$ cat src/rtl/bus_monitor_pkg.sv
// Shared AHB-lite encodings, default monitor addresses/codes and the pending-write record
// used by the bus_monitor snoop logic.
package bus_monitor_pkg;

  typedef enum logic [1:0] {
    HTRANS_IDLE   = 2'b00,
    HTRANS_BUSY   = 2'b01,
    HTRANS_NONSEQ = 2'b10,
    HTRANS_SEQ    = 2'b11
  } htrans_e;

  typedef enum logic [2:0] {
    HSIZE_BYTE  = 3'b000,
    HSIZE_HALF  = 3'b001,
    HSIZE_WORD  = 3'b010,
    HSIZE_DWORD = 3'b011
  } hsize_e;

  localparam logic [31:0] DEF_CHAR_ADDR = 32'h6000_FFF8;
  localparam logic [31:0] DEF_STAT_ADDR = 32'h6000_FFF0;
  localparam logic [31:0] DEF_PASS_CODE = 32'h0000_600D;
  localparam logic [31:0] DEF_FAIL_CODE = 32'h0000_BAD0;

  typedef struct packed {
    logic [31:0] addr;
    logic [2:0]  size;
    logic        valid;
  } pend_wr_t;

  // NONSEQ and SEQ are the only transfer types that carry a real address phase.
  function automatic logic is_active(input logic [1:0] trans);
    return (trans == HTRANS_NONSEQ) || (trans == HTRANS_SEQ);
  endfunction

  function automatic logic [15:0] sat_inc16(input logic [15:0] val);
    return (val == 16'hFFFF) ? val : val + 16'd1;
  endfunction

endpackage

$ cat src/rtl/bus_monitor_cycle_cnt.sv
// Saturating cycle counter with done_cycle capture and optional timeout detection.
// Timeout logic exists only when BUS_MONITOR_TIMEOUT_EN is defined.
module bus_monitor_cycle_cnt #(
  parameter int unsigned MAX_CYCLES = 30_000_000
) (
  input  logic        clk_i,
  input  logic        rst_i,
  input  logic        done_i,
  input  logic        stat_hit_i,
  output logic [31:0] cycle_cnt_o,
  output logic [31:0] done_cycle_o,
  output logic        timeout_o,
  output logic        to_hit_o
);

  logic [31:0] cnt_q, cnt_d;
  logic [31:0] dc_q, dc_d;
  logic        to_hit;
  logic        load_dc;

`ifdef BUS_MONITOR_TIMEOUT_EN
  localparam logic [31:0] TO_LAST = 32'(MAX_CYCLES - 1);

  logic timeout_q, timeout_d;

  // A status write landing on the same edge takes precedence over the timeout.
  assign to_hit    = !done_i && !stat_hit_i && (cnt_q == TO_LAST);
  assign timeout_d = timeout_q | to_hit;

  always_ff @(posedge clk_i) begin
    if (rst_i) begin
      timeout_q <= 1'b0;
    end else begin
      timeout_q <= timeout_d;
    end
  end

  assign timeout_o = timeout_q;
`else
  assign to_hit    = 1'b0;
  assign timeout_o = 1'b0;
`endif

  assign load_dc = (stat_hit_i || to_hit) && !done_i;

  always_comb begin
    cnt_d = (cnt_q == 32'hFFFF_FFFF) ? cnt_q : cnt_q + 32'd1;
    dc_d  = load_dc ? cnt_q : dc_q;
  end

  always_ff @(posedge clk_i) begin
    if (rst_i) begin
      cnt_q <= '0;
      dc_q  <= '0;
    end else begin
      cnt_q <= cnt_d;
      dc_q  <= dc_d;
    end
  end

  assign cycle_cnt_o  = cnt_q;
  assign done_cycle_o = dc_q;
  assign to_hit_o     = to_hit;

endmodule

$ cat src/rtl/bus_monitor.sv
// AHB-lite write snooper: prints characters, latches pass/fail status and tracks cycles.
// Optional timeout enabled with macro BUS_MONITOR_TIMEOUT_EN.
module bus_monitor
  import bus_monitor_pkg::*;
#(
  parameter logic [31:0] CHAR_ADDR  = DEF_CHAR_ADDR,
  parameter logic [31:0] STAT_ADDR  = DEF_STAT_ADDR,
  parameter logic [31:0] PASS_CODE  = DEF_PASS_CODE,
  parameter logic [31:0] FAIL_CODE  = DEF_FAIL_CODE,
  parameter int unsigned MAX_CYCLES = 30_000_000
) (
  input  logic        hclk,
  input  logic        hrst,
  input  logic [31:0] haddr,
  input  logic [1:0]  htrans,
  input  logic        hwrite,
  input  logic [2:0]  hsize,
  input  logic        hready,
  input  logic        hresp,
  input  logic [31:0] hwdata,
  output logic        char_vld,
  output logic [7:0]  char_data,
  output logic [15:0] char_cnt,
  output logic        test_done,
  output logic        test_pass,
  output logic        test_fail,
  output logic        timeout,
  output logic [31:0] cycle_cnt,
  output logic [31:0] done_cycle
);

  pend_wr_t    pend_q, pend_d;
  logic        char_vld_q, char_vld_d;
  logic [7:0]  char_data_q, char_data_d;
  logic [15:0] char_cnt_q, char_cnt_d;
  logic        done_q, done_d;
  logic        pass_q, pass_d;
  logic        fail_q, fail_d;

  logic wr_done;
  logic char_hit;
  logic stat_ok;
  logic pass_hit;
  logic fail_hit;
  logic stat_hit;
  logic to_hit;

  // Data phase completes on the first hready edge after the address phase; error responses drop it.
  assign wr_done  = pend_q.valid && hready && !hresp;
  assign char_hit = wr_done && (pend_q.addr == CHAR_ADDR);
  assign stat_ok  = wr_done && (pend_q.addr == STAT_ADDR) && (pend_q.size == HSIZE_WORD) && !done_q;
  assign pass_hit = stat_ok && (hwdata == PASS_CODE);
  assign fail_hit = stat_ok && (hwdata == FAIL_CODE);
  assign stat_hit = pass_hit || fail_hit;

  always_comb begin
    pend_d = pend_q;
    if (hready) begin
      pend_d.addr  = haddr;
      pend_d.size  = hsize;
      pend_d.valid = is_active(htrans) && hwrite;
    end
  end

  always_comb begin
    char_vld_d  = char_hit;
    char_data_d = char_hit ? hwdata[7:0] : char_data_q;
    char_cnt_d  = char_hit ? sat_inc16(char_cnt_q) : char_cnt_q;
    done_d      = done_q | stat_hit | to_hit;
    pass_d      = pass_q | pass_hit;
    fail_d      = fail_q | fail_hit | to_hit;
  end

  always_ff @(posedge hclk) begin
    if (hrst) begin
      pend_q      <= '0;
      char_vld_q  <= 1'b0;
      char_data_q <= '0;
      char_cnt_q  <= '0;
      done_q      <= 1'b0;
      pass_q      <= 1'b0;
      fail_q      <= 1'b0;
    end else begin
      pend_q      <= pend_d;
      char_vld_q  <= char_vld_d;
      char_data_q <= char_data_d;
      char_cnt_q  <= char_cnt_d;
      done_q      <= done_d;
      pass_q      <= pass_d;
      fail_q      <= fail_d;
    end
  end

  bus_monitor_cycle_cnt #(
    .MAX_CYCLES (MAX_CYCLES)
  ) u_cycle_cnt (
    .clk_i        (hclk),
    .rst_i        (hrst),
    .done_i       (done_q),
    .stat_hit_i   (stat_hit),
    .cycle_cnt_o  (cycle_cnt),
    .done_cycle_o (done_cycle),
    .timeout_o    (timeout),
    .to_hit_o     (to_hit)
  );

  assign char_vld  = char_vld_q;
  assign char_data = char_data_q;
  assign char_cnt  = char_cnt_q;
  assign test_done = done_q;
  assign test_pass = pass_q;
  assign test_fail = fail_q;

endmodule

$ cat config.mk
export PLATFORM = sky130hd
export DESIGN_NAME = bus_monitor
export DESIGN_NICKNAME = d
export VERILOG_FILES = /design/src/rtl/bus_monitor_pkg.sv /design/src/rtl/bus_monitor_cycle_cnt.sv /design/src/rtl/bus_monitor.sv
export SDC_FILE = /design/constraint.sdc
export NUM_CORES = 1
export LEC_CHECK = 0
export CORE_MARGIN = 2
export CORE_UTILIZATION = 30
export DETAILED_ROUTE_END_ITERATION = 7
export SYNTH_ARGS = -nofsm -noshare
export SYNTH_HDL_FRONTEND = slang
export SYNTH_SLANG_ARGS = --single-unit
$ cat constraint.sdc
create_clock -name hclk -period 2.2 [get_ports hclk]
set_clock_uncertainty 0.1 [all_clocks]
set_input_delay 0.44 -clock hclk [delete_from_list [all_inputs] [get_ports hclk]]
set_output_delay 0.44 -clock hclk [all_outputs]
set_load 0.02 [all_outputs]
==> metrics.yaml, run 1 <==
outcome:
  outcome: "finished, violations left"
  failed_checks: "negative setup slack"
routing:
  wirelength_met1_mm: 8.953
  wl_met3_mm: 1.249
  viasPerCell: 5.166
  drc: 0
  first_pass_iters: 5
  via_count: 5863
  wl_met2_mm: 8.854
  ant_nets: 0
  drt-wirelength-per-cell_um: 16.97
  drt-total-wl_mm: 19.26
  drtIter0Drc: 364
  highest_layer: "met4"
layout:
  post-route-util_pct: 51.31
  regArea_sq_um: 2586
  antennaDiodeCount: 0
  mostFrequentLayoutCells: "clkdlybuf4s50_1 (161), dfxtp_1 (113), buf_4 (83)"
  fillCellCount: 1704
  final_area_sq_um: 9533
  mostFrequentLayoutCell: "clkdlybuf4s50_1"
  multi_input_area_sq_um: 3268
  drive_above_1_share_pct: 27.19
  syn_to_final_growth_pct: 68.64
  final_nets: 964
power:
  p_leak_nw: 3.444
  power_frac_comb_pct: 6.1
  swShare_pct: 23.03
  ir_drop_mv: 0.5520
  powerDensity_nw_per_um2: 604.6
  p_clk_share_pct: 52.4
  p_switching_w: 0.001327
  p_int_w: 0.004436
  p_seq_share_pct: 41.4
global_route:
  antenna_found_initial: 0
  grt_pass1_vias: 5433
  grt_usage_pct: 18.70
  gr-total-overflow: 0
  grt_pass1_wl_mm: 29.41
  grt_max_degree: 65
synth:
  syn_inst: 646
  synth_flop_cell: "dfxtp_1"
  synth_edf_count: 0
  ys_async_sr_fraction_pct: 0
  ys_ff_latch: 128
  synth_nets: 722
  synth.distinct_cells: 51
  synth_area_sq_um: 5653
  ys.warnings.count: 0
  ys_seq_area_share_pct: 45.33
  avgSynthCellArea_sq_um: 8.751
cts:
  root_buffer: "clkbuf_16"
  cts-htree-levels: 4
  clk-insertion-delay-late_ns: 0.43
  hold_buffers: 0
  cts_made_buffers: 17
  clockBufferDepth: 2
  cts_tree: "built"
  clock_sinks: 128
  path_clk_slew_ns: 0.06
job:
  drv_cap: 0
floorplanning:
  std_cell_rows: 50
  die_h_um: 141.3
  ios: 167
  design.die.area_sq_um: 19960
  coreArea_sq_um: 18580
  start_util_pct: 30.42
  die_w_um: 141.3
worst_setup_path:
  critical_path_class: "flip-flop to flip-flop"
  start_kind: "flip-flop"
  worstPathArrival_ns: 2.62
  cp.required_ns: 2.46
  reg2reg_slack_ns: -0.16
  crit_fanout: 17
  crit_path_end_kind: "flip-flop"
placed_design:
  place_congestion: 0.7527
  place_ws_ns: -0.5052
  io_buffers: 164
  dp_hpwl_mm: 12.09
  placed_area_sq_um: 8124
timing:
  slew_violations: 0
  fmax_mhz: 423.5
  rsz0062_at_grt: "yes"
  relSlewSlack_pct: 47.35
  finalHoldViolations: 0
  worst_hold_slack_ns: 0.3551
  setup_viol: 56
  period_minus_slack_ns: 2.361
  period_share_pct: 107.3
  setup_slack_ns: -0.1613
  worst_pin_slew_ns: 0.7898
min_path:
  holdCritPathClass: "flip-flop to flip-flop"
## critical path, cell delays in order, from the launching register on
cell and delay [ns]:
dfxtp_2 0.32, or4bb_4 0.55, nor4_4 0.32, nand4_2 0.16
buf_8 0.18, or4_1 0.50, a21oi_1 0.15
## flip-flops by register name (all words and copies together) (netlist names)
name                      count
u_cycle_cnt.done_cycle_o     32
test_fail                     1
char_cnt                     16
test_done                     1
pend_q                       36
char_vld                      1
test_pass                     1
u_cycle_cnt.cycle_cnt_o      32
char_data                     8
## layer usage
layer / vias to the layer above / global-route usage [%]
li1: 2899 / -
met1: 2787 / 25.61
met2: 160 / 27.87
met3: 17 / 5.602
met4: 0 / 6.789
met5: - / 0
## power groups by stage
| stage | Combinational, W | Clock (W) | Sequential, W |
|---|---|---|---|
| final | 0.000354 | 0.00302 | 0.00239 |
| after global routing | 0.000384 | 0.00319 | 0.00239 |
| after CTS | 0.000348 | 0.00307 | 0.00239 |
| after detailed placement | 0.000338 | 0 | 0.00244 |
| after global placement | 0.000336 | 0 | 0.00244 |
| after floorplan | 0.000133 | 0 | 0.00244 |
## final cells by class
class | instances | share of cell area [%]
Multi-Input combinational cell | 462 | 34.28
Timing Repair Buffer | 271 | 28.59
Tap cell | 234 | 3.071
Clock inverter | 14 | 1.890
Clock buffer | 18 | 4.725
Inverter | 8 | 0.3150
Sequential cell | 128 | 27.13
## what timing repair did
action / in CTS / in global routing
buffers inserted: 12 / 8
pin swaps: 13 / 48
gates resized for setup: 52 / 84
endpoints found under the setup margin: 47 / 67
cloned: 6 / 4
## stage by stage
step           instances  total power (W)  setup TNS [ns]
3_3_place_gp        1077         0.002775          -20.84
3_5_place_dp        1077         0.002778          -22.22
6_report            1135         0.005763          -4.833
4_1_cts             1127         0.005807          -5.768
2_1_floorplan        646         0.002572         -0.1982
5_1_grt             1135         0.005967          -10.60
## cell usage after synthesis (3+ instances only)
cell type	n	area share [%]
a21oi_1	72	6.4
a31oi_1	4	0.44
and3_1	8	0.89
and4_1	3	0.46
buf_1	3	0.20
buf_2	9	0.80
clkbuf_1	34	2.3
dfxtp_1	128	45
inv_1	8	0.53
mux2_2	6	1.2
mux2i_1	36	6.4
nand2_1	28	1.9
nand3_1	27	2.4
nand4_1	48	5.3
nand4b_1	3	0.46
nor2_1	60	4.0
nor2b_1	8	0.89
nor3_1	8	0.71
nor4_1	11	1.2
nor4b_1	5	0.77
o21ai_0	45	4.0
o31ai_1	16	2.1
or3_1	15	1.7
or4_1	19	2.5
or4bb_1	3	0.60
xnor2_1	6	0.93
## path summary, 6_finish.rpt
check                                             from                                        end  depth (start not counted)
max                             pend_q[5]$_SDFFE_PP0P_                   char_cnt[8]$_SDFFE_PP0P_                          6
min          u_cycle_cnt.done_cycle_o[20]$_SDFFE_PP0P_  u_cycle_cnt.done_cycle_o[20]$_SDFFE_PP0P_                          2
max reg2reg                     pend_q[5]$_SDFFE_PP0P_                   char_cnt[8]$_SDFFE_PP0P_                          6
min reg2reg  u_cycle_cnt.done_cycle_o[20]$_SDFFE_PP0P_  u_cycle_cnt.done_cycle_o[20]$_SDFFE_PP0P_                          2
## cells by family (layout without fill, tap and decap cells)
| kind of cell | after synthesis | count (layout) | share of synthesized area, % |
|---|---|---|---|
| compound gates | 146 | 146 | 14.30 |
| xor+xnor | 7 | 7 | 1.085 |
| fa+ha+maj | 2 | 2 | 0.4426 |
| buf+inv | 56 | 311 | 4.117 |
| flops | 128 | 128 | 45.33 |
| mux | 42 | 42 | 7.570 |
| other cells | 1 | 1 | 0.06634 |
| simple gates | 264 | 264 | 27.09 |
(Power assumes the default switching activity.)
==> inputs of run 2 (changes only) <==
--- a/config.mk
+++ b/config.mk
@@ -6,8 +6,9 @@
 export NUM_CORES = 1
 export LEC_CHECK = 0
 export CORE_MARGIN = 2
-export CORE_UTILIZATION = 30
+export CORE_UTILIZATION = 40
 export DETAILED_ROUTE_END_ITERATION = 7
+export PLACE_DENSITY = 0.72
 export SYNTH_ARGS = -nofsm -noshare
 export SYNTH_HDL_FRONTEND = slang
 export SYNTH_SLANG_ARGS = --single-unit
==> metrics.yaml, run 2 (same netlist as run 1, synthesis figures left out) <==
outcome:
  outcome: "finished, violations left"
  failed_checks: "negative setup slack"
routing:
  drt-wirelength-per-cell_um: 17.76
  drt-total-wl_mm: 19.18
  first_pass_iters: 6
  viasPerCell: 5.714
  via_count: 6171
  wl_met3_mm: 1.270
  drtIter0Drc: 451
  ant_nets: 0
  wirelength_met1_mm: 7.887
  drc: 0
  wl_met2_mm: 9.512
  highest_layer: "met4"
power:
  p_int_w: 0.004626
  p_leak_nw: 3.435
  power_frac_comb_pct: 6.0
  ir_drop_mv: 0.4853
  p_clk_share_pct: 52.9
  powerDensity_nw_per_um2: 616.6
  swShare_pct: 20.44
  p_switching_w: 0.001188
  p_seq_share_pct: 41.1
layout:
  multi_input_area_sq_um: 3297
  largest_register_ffs: 36
  syn_to_final_growth_pct: 66.80
  mostFrequentLayoutCells: "clkdlybuf4s50_1 (157), dfxtp_1 (112), buf_4 (73)"
  antennaDiodeCount: 0
  drive_above_1_share_pct: 27.22
  top_register: "pend_q"
  regArea_sq_um: 2590
  mostFrequentLayoutCell: "clkdlybuf4s50_1"
  final_nets: 963
  fillCellCount: 1022
timing:
  setup_viol: 57
  period_share_pct: 107.8
  finalHoldViolations: 0
  slew_violations: 0
  setup_slack_ns: -0.1714
  fmax_mhz: 421.7
  relSlewSlack_pct: 42.84
  worst_pin_slew_ns: 0.8575
  period_minus_slack_ns: 2.371
  worst_hold_slack_ns: 0.3485
  rsz0062_at_grt: "yes"
cts:
  hold_buffers: 0
  cts_tree: "built"
  cts-htree-levels: 4
  cts_made_buffers: 17
  path_clk_slew_ns: 0.06
  clock_sinks: 128
  clk-insertion-delay-late_ns: 0.42
  clockBufferDepth: 2
  root_buffer: "clkbuf_16"
floorplanning:
  die_h_um: 122.9
  std_cell_rows: 43
  design.die.area_sq_um: 15100
  die_w_um: 122.9
  start_util_pct: 40.88
  ios: 167
  coreArea_sq_um: 13830
global_route:
  grt_usage_pct: 24.94
  grt_max_degree: 74
  grt_pass1_vias: 6030
  antenna_found_initial: 0
  gr-total-overflow: 0
  grt_pass1_wl_mm: 29.37
worst_setup_path:
  critical_path_class: "flip-flop to flip-flop"
  crit_fanout: 6
  cp.required_ns: 2.45
  start_kind: "flip-flop"
  startpoint: "pend_q[35]$_SDFFE_PP0P_"
  worstPathArrival_ns: 2.62
  reg2reg_from: "pend_q[35]$_SDFFE_PP0P_"
  crit_path_end_kind: "flip-flop"
placed_design:
  place_ws_ns: -0.6525
  io_buffers: 164
  place_congestion: 0.8183
  dp_hpwl_mm: 12.25
min_path:
  holdCritPathClass: "primary input to flip-flop"
  hp-start: "hwdata[3]"
job:
  drv_cap: 0
[run 2: worst paths after layout]
| check | end | slack [ns] | cells past startpoint |
|---|---|---|---|
| worst max-delay path | char_cnt[15]$_SDFFE_PP0P_ | -0.17 | 6 |
| worst max register to register | char_cnt[15]$_SDFFE_PP0P_ | -0.17 | 6 |
| worst min register to register | u_cycle_cnt.done_cycle_o[6]$_SDFFE_PP0P_ | 0.36 | 2 |
| worst min-delay path | char_data[3]$_SDFFE_PP0P_ | 0.35 | 3 |
[run 2: metal layers]
metal | global-route usage (%) | up-vias
met4 | 11.35 | 0
met2 | 41.78 | 250
met5 | 0 | -
met3 | 5.762 | 44
met1 | 30.29 | 2974
li1 | - | 2903
[run 2: cell type report]
| cell class | count | share of cell area (%) |
|---|---|---|
| Timing Repair Buffer | 270 | 28.01 |
| Clock inverter | 11 | 1.964 |
| Tap cell | 180 | 2.389 |
| Multi-Input combinational cell | 462 | 34.97 |
| Sequential cell | 128 | 27.47 |
| Inverter | 8 | 0.3185 |
| Clock buffer | 21 | 4.883 |
[run 2: repair_timing]
action / in CTS / in global routing
hold endpoints to repair: 0 / 0
buffers inserted: 14 / 13
pin swaps: 33 / 56
cloned: 9 / 3
setup endpoints to repair: 58 / 75
resized for setup: 70 / 101
[run 2: power by group through the flow]
stage	clock, W	combinational (W)	sequential [W]
detailed placement	0	0.000336	0.00244
global placement	0	0.000326	0.00243
finish	0.00308	0.000347	0.00239
floorplan	0	0.000133	0.00244
global route	0.00324	0.000377	0.00239
CTS	0.00311	0.000340	0.00239
[run 2: stage by stage]
stage               instance area (sq um)  utilization (%)  instances  setup TNS, ns  total power [W]
global placement                     7983            57.73       1018         -23.46         0.002760
finish                               9429            68.19       1080         -5.038         0.005814
global route                         9429            68.19       1080         -11.71         0.006005
CTS                                  9061            65.53       1073         -6.272         0.005843
floorplan                            5714                -        646        -0.1982         0.002572
detailed placement                   7983            57.73       1018         -26.17         0.002774
[run 2: critical path, cell delays in order, from the launching register on]
cell     delay [ns]
dfxtp_2        0.32
or4b_4         0.54
nor4_4         0.30
nand4_1        0.19
buf_6          0.20
or4_4          0.52
a21oi_2        0.14
